<file path="src/rtl/chunk_line_fetcher.sv">
// Line fetch front end: issues LINE_LEN store reads and assembles the returned line.
// Optional: CHUNK_FETCH_OOB_AIR_EN forces out-of-bounds entries to air (5'd0).
module chunk_line_fetcher #(
    parameter int LINE_LEN     = 8,
    parameter int READ_LATENCY = 2,
    parameter int CHUNK_WIDTH  = 16,
    parameter int COORD_W      = 8
) (
    input  logic                    clk_in,
    input  logic                    rst_in,
    input  logic                    req_valid,
    output logic                    req_ready,
    input  logic [3*COORD_W-1:0]    req_pos,
    output logic [3*COORD_W-1:0]    mem_addr,
    output logic                    mem_read_enable,
    input  logic [4:0]              mem_data,
    output logic                    line_valid,
    input  logic                    line_ready,
    output logic [3*COORD_W-1:0]    line_pos,
    output logic [5*LINE_LEN-1:0]   line_data,
    output logic [LINE_LEN-1:0]     line_oob
);

    localparam int LB    = $clog2(LINE_LEN);
    localparam int CNT_W = LB;
    localparam logic signed [COORD_W-1:0] C_LO = COORD_W'(-CHUNK_WIDTH);
    localparam logic signed [COORD_W-1:0] C_HI = COORD_W'(CHUNK_WIDTH - 1);

    typedef enum logic [1:0] {
        S_IDLE,
        S_ISSUE,
        S_DRAIN,
        S_DONE
    } state_t;

    state_t                 r_state;
    state_t                 w_state_nxt;

    logic [3*COORD_W-1:0]   r_base;
    logic [3*COORD_W-1:0]   r_mem_addr;
    logic                   r_mem_re;
    logic [CNT_W-1:0]       r_cnt;
    logic [CNT_W-1:0]       w_cnt_nxt;
    logic [COORD_W-1:0]     w_x_nxt;
    logic [3*COORD_W-1:0]   w_base;

    logic [READ_LATENCY-1:0] r_tag_v;
    logic [CNT_W-1:0]        r_tag_idx [READ_LATENCY];
    logic [READ_LATENCY-1:0] r_tag_oob;

    logic [4:0]             r_line [LINE_LEN];
    logic [LINE_LEN-1:0]    r_line_oob;

    logic                   w_accept;
    logic                   w_last;
    logic                   w_busy;
    logic                   w_oob;
    logic [4:0]             w_wdata;

    function automatic logic axis_oob(input logic signed [COORD_W-1:0] a);
        return (a < C_LO) || (a > C_HI);
    endfunction

    assign w_accept  = (r_state == S_IDLE) && req_valid;
    assign w_last    = (r_cnt == CNT_W'(LINE_LEN - 1));
    assign w_cnt_nxt = r_cnt + 1'b1;
    assign w_x_nxt   = r_base[3*COORD_W-1:2*COORD_W] + COORD_W'(w_cnt_nxt);

    assign w_oob = axis_oob(r_mem_addr[3*COORD_W-1:2*COORD_W])
                 | axis_oob(r_mem_addr[2*COORD_W-1:COORD_W])
                 | axis_oob(r_mem_addr[COORD_W-1:0]);

    always_comb begin
        w_base = req_pos;
        w_base[2*COORD_W +: LB] = '0;
    end

    // Only the head stage may still hold a tag when the drain completes
    always_comb begin
        w_busy = 1'b0;
        for (int i = 0; i < READ_LATENCY - 1; i++) begin
            w_busy = w_busy | r_tag_v[i];
        end
    end

    always_comb begin
`ifdef CHUNK_FETCH_OOB_AIR_EN
        w_wdata = r_tag_oob[READ_LATENCY-1] ? 5'd0 : mem_data;
`else
        w_wdata = mem_data;
`endif
    end

    always_ff @(posedge clk_in or posedge rst_in) begin
        if (rst_in) begin
            r_state <= S_IDLE;
        end else begin
            r_state <= w_state_nxt;
        end
    end

    always_comb begin
        w_state_nxt = r_state;
        unique case (r_state)
            S_IDLE:  if (req_valid)  w_state_nxt = S_ISSUE;
            S_ISSUE: if (w_last)     w_state_nxt = S_DRAIN;
            S_DRAIN: if (!w_busy)    w_state_nxt = S_DONE;
            S_DONE:  if (line_ready) w_state_nxt = S_IDLE;
            default: w_state_nxt = S_IDLE;
        endcase
    end

    always_ff @(posedge clk_in or posedge rst_in) begin
        if (rst_in) begin
            r_base     <= '0;
            r_mem_addr <= '0;
            r_mem_re   <= 1'b0;
            r_cnt      <= '0;
            r_tag_v    <= '0;
            r_tag_oob  <= '0;
            r_line_oob <= '0;
            for (int i = 0; i < READ_LATENCY; i++) begin
                r_tag_idx[i] <= '0;
            end
            for (int i = 0; i < LINE_LEN; i++) begin
                r_line[i] <= '0;
            end
        end else begin
            r_tag_v[0]   <= r_mem_re;
            r_tag_idx[0] <= r_cnt;
            r_tag_oob[0] <= w_oob;
            for (int i = 1; i < READ_LATENCY; i++) begin
                r_tag_v[i]   <= r_tag_v[i-1];
                r_tag_idx[i] <= r_tag_idx[i-1];
                r_tag_oob[i] <= r_tag_oob[i-1];
            end

            if (w_accept) begin
                r_base     <= w_base;
                r_mem_addr <= w_base;
                r_mem_re   <= 1'b1;
                r_cnt      <= '0;
                r_line_oob <= '0;
            end else if (r_state == S_ISSUE) begin
                if (w_last) begin
                    r_mem_re <= 1'b0;
                end else begin
                    r_cnt <= w_cnt_nxt;
                    r_mem_addr <= {w_x_nxt, r_base[2*COORD_W-1:0]};
                end
            end

            if (r_tag_v[READ_LATENCY-1]) begin
                r_line[r_tag_idx[READ_LATENCY-1]]     <= w_wdata;
                r_line_oob[r_tag_idx[READ_LATENCY-1]] <= r_tag_oob[READ_LATENCY-1];
            end
        end
    end

    always_comb begin
        line_data = '0;
        for (int i = 0; i < LINE_LEN; i++) begin
            line_data[5*i +: 5] = r_line[i];
        end
    end

    assign req_ready       = (r_state == S_IDLE);
    assign line_valid      = (r_state == S_DONE);
    assign mem_addr        = r_mem_addr;
    assign mem_read_enable = r_mem_re;
    assign line_pos        = r_base;
    assign line_oob        = r_line_oob;

endmodule

</file>
<file path="config.mk">
export PLATFORM = sky130hd
export DESIGN_NAME = chunk_line_fetcher
export DESIGN_NICKNAME = d
export VERILOG_FILES = /design/src/rtl/chunk_line_fetcher.sv
export SDC_FILE = /design/constraint.sdc
export NUM_CORES = 1
export LEC_CHECK = 0
export CORE_UTILIZATION = 50
export DETAILED_ROUTE_END_ITERATION = 16
export HOLD_SLACK_MARGIN = 0.02
export PLACE_DENSITY = 0.85
export SKIP_LAST_GASP = 1
export SYNTH_ARGS = -nofsm -noshare
export SYNTH_HDL_FRONTEND = slang
export SYNTH_SLANG_ARGS = --single-unit
</file>
<file path="constraint.sdc">
create_clock -name clk_in -period 5.4 [get_ports clk_in]
set_clock_uncertainty 0.1 [all_clocks]
set_input_delay 1.08 -clock clk_in [delete_from_list [all_inputs] [get_ports clk_in]]
set_output_delay 1.08 -clock clk_in [all_outputs]
set_load 0.03 [all_outputs]
</file>
==> impl_metrics.csv, run 1 <==
group,metric,value,unit
logic_synthesis,syn_avg_cell_area,15.6,um^2
drt,dr_total_vias,2684,
final_layout,finalNetCount,441,
placement,portBuffers,125,
run_status,status,"finished, final reports clean",
floorplanning,design.core.area,8260,um^2
worst_setup_path,worstPathCellList,"inv_1 -> ha_1 -> clkdlybuf4s50_1",
sta,setup_violations,0,
placement,gp_congestion,0.744,
sta,hold_viol,0,
worst_setup_path,critPathRequiredTime,4.22,ns
logic_synthesis,synth_ff_type,"dfrtp_1",
logic_synthesis,synth_edf_count,0,
worst_setup_path,slowest_stage,"clkdlybuf4s50_1",
final_layout,diodes,0,
logic_synthesis,async_reset_ff_share,100,%
drt,highest_layer,"met4",
worst_hold_path,min_to,"r_tag_oob[1]",
cts,clk_latency,0.36,ns
run,cap_violations,0,
worst_setup_path,regToRegStartpoint,"mem_addr[16]",
logic_synthesis,synth_area,4280,um^2
worst_setup_path,max_stage_delay,0.70,ns
floorplanning,initial_utilization,51.8,%
final_layout,multi_input_area,1520,um^2
drt,routed_wl,8870,um
cts,cts_tree,"yes",
worst_setup_path,worstSetupStartpointType,"register",
sta,finalSetupTns,0,ns
worst_setup_path,ff2ff_path_depth,6,
floorplanning,die_area,8930,um^2
logic_synthesis,netlist.area_leader.share,62.0,%
worst_hold_path,worstHoldPathType,"register to register",
cts,cts_made_buffers,9,
sta,rsz0062_at_grt,"no",
cts,clk_pin_slew,0.10,ns
final_layout,fillCellCount,578,
drt,wl_per_cell,17.4,um
cts,cts_resized,0,
sta,slew_headroom,32.9,%
pwr,p_leak,2.53,nW
floorplanning,io_pins,132,
drt,ant_nets,0,
final_layout,area_growth,35.8,%
placement,hpwl,6360,um
logic_synthesis,yosysWarnings,0,
logic_synthesis,ys_ff_latch,106,
pwr,pwr_density_cell,755,nW/um^2
worst_setup_path,reg2reg_slack,3.23,ns
sta,timing.final.max_slew_violations,0,
cts,clock_sinks,106,
worst_setup_path,cp-end-kind,"primary output",
placement,preCtsSetupSlack,2.46,ns
drt,vias_per_cell,5.25,
sta,period_share,55.9,%
cts,root_buffer,"clkbuf_8",
worst_setup_path,worstSetupPathType,"register to primary output",
grt,grt_pass1_vias,2840,
final_layout,post_route_cells_drive_above_1_share,26.4,%
logic_synthesis,synth_cell_types,29,
floorplanning,die_y,94.5,um
worst_setup_path,r2r-end,"mem_addr[11]",
cts,h-tree-depth,3,
cts,cts_post_setup_buffers_inserted,0,
drt,dr.pass1.iters,5,
logic_synthesis,yosys.area.top_type,"dfrtp_1",
worst_setup_path,cp.arrival,1.84,ns
grt,track_usage,21.7,%
logic_synthesis,synth_seq_area_share,62.0,%
sta,setup_slack,2.38,ns
drt,met2WireLength,4390,um
floorplanning,num_rows,33,
sta,tightest_slew,1.01,ns
grt,grt_overflow,0,
worst_hold_path,hp-start,"r_tag_oob[0]",
grt,antenna_found_initial,0,
drt,wl_met1,3680,um
sta,period_needed,3.02,ns
final_layout,register_area,2650,um^2
pwr,vdd_drop_max,0.385,mV
drt,drcViolationCount,0,
cts,hold_buffers,0,
drt,drt-initial-drc-count,67,
worst_setup_path,cp_max_fo,4,
floorplanning,dieWidth,94.5,um
logic_synthesis,yosys-top-cells-area,"dfrtp_1 (62%), mux2_2 (13%), mux2_4 (12%), ha_1 (2.0%), nand2_1 (1.6%)",
sta,max_freq,331,MHz
cts,clockBufferDepth,2,
worst_hold_path,whs_path_depth,0,
drt,route.met3.wl,681,um
logic_synthesis,syn_inst,274,
grt,grt_max_degree,86,
grt,grt_pass1_wl,14400,um
-- final cells by class --
class / instances / area share [%]
clock buffer: 11 / 2.60
inverter: 4 / 0.301
clock inverter: 5 / 1.08
tap: 105 / 2.26
timing repair buffer: 129 / 22.0
multi-input combinational: 151 / 26.1
sequential: 106 / 45.6
-- through the flow --
stage	hold WS [ns]	total power (W)	area [um^2]	cells	utilization, %
floorplan	0.231	0.00297	4290	276	-
global placement	0.231	0.00383	5600	495	67.8
detailed placement	0.237	0.00391	5600	495	67.8
CTS	0.258	0.00442	5810	511	70.4
global route	0.261	0.00462	5810	511	70.4
finish	0.256	0.00439	5810	511	70.4
-- Yosys cell counts (2+ instances only) --
cell type / n
nand3_1: 4
or4_1: 2
buf_2: 7
nand4b_1: 3
nand2b_1: 3
ha_1: 7
inv_1: 4
a21oi_1: 2
nand4_1: 4
nand2_1: 18
mux2_4: 34
buf_4: 5
mux2_2: 49
buf_6: 2
nor4bb_1: 3
dfrtp_1: 106
o21ai_0: 9
-- how the worst max path moves through the flow --
stage / start / end / slack [ns] / cells after the start
final: r_state[0] / req_ready / 2.38 / 3
after global routing: r_state[0] / req_ready / 2.27 / 3
after CTS: r_state[0] / req_ready / 2.36 / 3
after detailed placement: req_valid / mem_addr[11] / 2.46 / 5
after global placement: req_valid / mem_addr[12] / 2.47 / 5
after floorplan: rst_in / line_data[0] / 1.43 / 1
-- cell families (layout without fill, tap and decap cells) --
family                   after synthesis  in the layout  share of synthesized area [%]
adder cells (fa/ha/maj)                7              7                           2.05
XOR/XNOR                               1              1                          0.205
multiplexers                          83             83                           24.8
flip-flops                           106            106                           62.0
AO/OA/AOI/OAI                         13             13                           1.67
buffers and inverters                 19            149                           2.92
AND/OR/NAND/NOR                       44             44                           6.26
other                                  1              3                         0.0876
-- flip-flops by register name, indices dropped and copies added, names as in the netlist --
name / cells
r_state: 2
mem_read_enable: 1
line_data: 40
r_tag_oob: 2
line_oob: 8
r_tag_v: 2
r_tag_idx: 6
mem_addr: 24
line_pos: 21
-- cells in the final DEF, fill, tap and decap left out, types with 3 or more instances in the layout --
| cell type | Yosys | routed |
|---|---|---|
| nand4_1 | 4 | 4 |
| nand2b_1 | 3 | 3 |
| mux2_4 | 34 | 34 |
| buf_4 | 5 | 4 |
| inv_1 | 4 | 3 |
| dfrtp_1 | 106 | 106 |
| o21ai_0 | 9 | 9 |
| conb_1 | 1 | 3 |
| clkbuf_8 | 0 | 11 |
| nand3_1 | 4 | 4 |
| nand4b_1 | 3 | 3 |
| nand2_1 | 18 | 18 |
| ha_1 | 7 | 7 |
| clkdlybuf4s50_1 | 0 | 125 |
| mux2_2 | 49 | 49 |
-- layer usage --
metal,vias up,GRT usage (%)
li1,1208,-
met1,1352,26.3
met2,113,36.5
met3,11,7.49
met4,0,6.44
met5,-,0
-- critical path: cells and delay by family, from the launching register on --
family                   cells  cell delay, ns
adder cells (fa/ha/maj)      1            0.24
buffers and inverters        2            0.83
flip-flops                   1            0.41
-- report_power, final --
group / switching (W) / internal (W) / total (W)
logic: 0.00125 / 0.00118 / 0.00242
clock network: 0.000266 / 0.000241 / 0.000507
registers: 0.000272 / 0.00118 / 0.00145
total: 0.00178 / 0.00260 / 0.00439
Note: power is estimated with default switching activity, not from simulation.
==> run 2, diff against run 1 <==
--- a/config.mk
+++ b/config.mk
@@ -5,10 +5,10 @@
 export SDC_FILE = /design/constraint.sdc
 export NUM_CORES = 1
 export LEC_CHECK = 0
-export CORE_UTILIZATION = 50
+export CORE_UTILIZATION = 42
 export DETAILED_ROUTE_END_ITERATION = 16
 export HOLD_SLACK_MARGIN = 0.02
-export PLACE_DENSITY = 0.85
+export PLACE_DENSITY = 0.76
 export SKIP_LAST_GASP = 1
 export SYNTH_ARGS = -nofsm -noshare
 export SYNTH_HDL_FRONTEND = slang
==> constraint.sdc (replaced) <==
create_clock -name clk_in -period 2.56 [get_ports clk_in]
set_clock_uncertainty 0.1 [all_clocks]
set_input_delay 0.512 -clock clk_in [delete_from_list [all_inputs] [get_ports clk_in]]
set_output_delay 0.512 -clock clk_in [all_outputs]
set_load 0.03 [all_outputs]
==> run 2 against run 1 <==
Core utilization is 10 points lower. Sequential share of layout area down 0.80 points. Total power increased by 110%. Count of clock-buffer cells in the layout fell by 2. Non-clock buffer count is 4 higher. Critical path type unchanged. Hold slack got worse by 0.0021 ns. Die area grew 19%. Register-to-register slack worse by 2.7 ns. Combinational power up 110%. Critical path depth is the same. Sequential power increased by 110%.
==> impl_metrics.csv, run 2 (synthesis gave the netlist of run 1 again) <==
group,metric,value,unit
worst_setup_path,cp_max_fo,4,
run_status,status,"finished, final reports clean",
final_layout,diodes,0,
sta,finalSetupTns,0,ns
floorplanning,die_area,10600,um^2
sta,period_needed,2.44,ns
pwr,total_power,0.00931,W
cts,clockBufferDepth,2,
pwr,p_leak,2.56,nW
cts,clk_latency,0.36,ns
grt,antenna_found_initial,0,
drt,dr.pass1.iters,4,
final_layout,area_growth,38.2,%
grt,track_usage,17.7,%
drt,highest_layer,"met4",
cts,cts_post_setup_buffers_inserted,0,
final_layout,final_cell_mix,"clkdlybuf4s50_1 (125), dfrtp_1 (106), mux2_2 (49)",
sta,rsz0062_at_grt,"no",
drt,wl_met1,3750,um
cts,cts_tree,"yes",
drt,ant_nets,0,
grt,grt_pass1_vias,2763,
cts,clk_pin_slew,0.11,ns
placement,preCtsSetupSlack,0.297,ns
run,cap_violations,0,
floorplanning,io_pins,132,
cts,hold_buffers,0,
placement,gp_congestion,0.724,
worst_setup_path,cp.arrival,1.83,ns
worst_setup_path,cp-end-kind,"primary output",
cts,cts_resized,0,
cts,root_buffer,"clkbuf_8",
sta,slew_headroom,62.8,%
sta,setup_violations,0,
placement,portBuffers,125,
sta,timing.final.max_slew_violations,0,
cts,cts_made_buffers,9,
drt,wl_per_cell,16.4,um
worst_setup_path,slowest_stage,"clkdlybuf4s50_1",
floorplanning,dieWidth,103,um
worst_setup_path,critPathRequiredTime,1.95,ns
floorplanning,initial_utilization,43.6,%
sta,whs,0.254,ns
worst_setup_path,worstSetupPathType,"register to primary output",
drt,routed_wl,8910,um
floorplanning,die_y,103,um
worst_setup_path,worstSetupStartpointType,"register",
drt,met2WireLength,4300,um
grt,grt_overflow,0,
sta,setup_slack,0.122,ns
drt,route.met3.wl,723,um
floorplanning,design.core.area,9820,um^2
final_layout,post_route_cells_drive_above_1_share,26.8,%
cts,clock_sinks,106,
grt,grt_pass1_wl,14200,um
cts,h-tree-depth,3,
worst_setup_path,worstPathCellList,"inv_1 -> ha_1 -> clkdlybuf4s50_1",
drt,vias_per_cell,4.90,
sta,period_share,95.2,%
drt,drcViolationCount,0,
final_layout,finalNetCount,445,
final_layout,final_common_cell,"clkdlybuf4s50_1",
sta,max_freq,410,MHz
placement,hpwl,6320,um
worst_hold_path,worstHoldPathType,"register to register",
grt,grt_max_degree,107,
drt,dr_total_vias,2661,
sta,hold_viol,0,
final_layout,largest_reg_flops,40,
sta,tightest_slew,0.558,ns
pwr,pwr_density_cell,1570,nW/um^2
floorplanning,num_rows,36,
drt,drt-initial-drc-count,59,
worst_setup_path,max_stage_delay,0.69,ns
pwr,vdd_drop_max,0.899,mV
## run 2: cell type report
| type | count | area [um^2] |
|---|---|---|
| Fill cell | 834 | 3900 |
| Sequential cell | 106 | 2650 |
| Multi-Input combinational cell | 151 | 1510 |
| Timing Repair Buffer | 133 | 1360 |
| Tap cell | 133 | 166 |
| Clock buffer | 9 | 124 |
| Clock inverter | 7 | 83.8 |
| Inverter | 4 | 18.8 |
## run 2: stage by stage
stage	std cells	util, %	instance area (um^2)
after floorplan	276	-	4290
after global placement	527	58.1	5710
after detailed placement	527	58.1	5710
after CTS	543	60.2	5920
after global routing	543	60.2	5920
final	543	60.2	5920
## run 2: path summary, 6_finish.rpt
check,startpoint,end,slack [ns],depth (start not counted)
max,r_state[0],req_ready,0.12,3
min,r_tag_idx[3],r_tag_idx[0],0.25,0
max reg2reg,r_state[0],mem_addr[10],0.54,6
min reg2reg,r_tag_idx[3],r_tag_idx[0],0.25,0
max in group asynchronous,rst_in,line_pos[5],1.38,3
min in group asynchronous,rst_in,line_oob[6],0.54,3
## run 2: per-layer routing
| metal | GRT usage [%] | vias up |
|---|---|---|
| met1 | 22.5 | 1325 |
| met4 | 5.96 | 0 |
| met3 | 5.15 | 13 |
| met2 | 29.1 | 99 |
| met5 | 0 | - |
| li1 | - | 1224 |
## run 2: worst max-delay path, delay by kind of cell, from the launching register on
| kind | cells | cell delay (ns) |
|---|---|---|
| buffers and inverters | 2 | 0.82 |
| flip-flops | 1 | 0.42 |
| adder cells (fa/ha/maj) | 1 | 0.23 |
## run 2: report_power, final
| part | internal, W | total [W] | switching [W] | leakage (nW) |
|---|---|---|---|---|
| clock | 0.000470 | 0.00108 | 0.000607 | 0.102 |
| sequential | 0.00249 | 0.00304 | 0.000547 | 1.25 |
| combinational | 0.00255 | 0.00520 | 0.00265 | 1.20 |
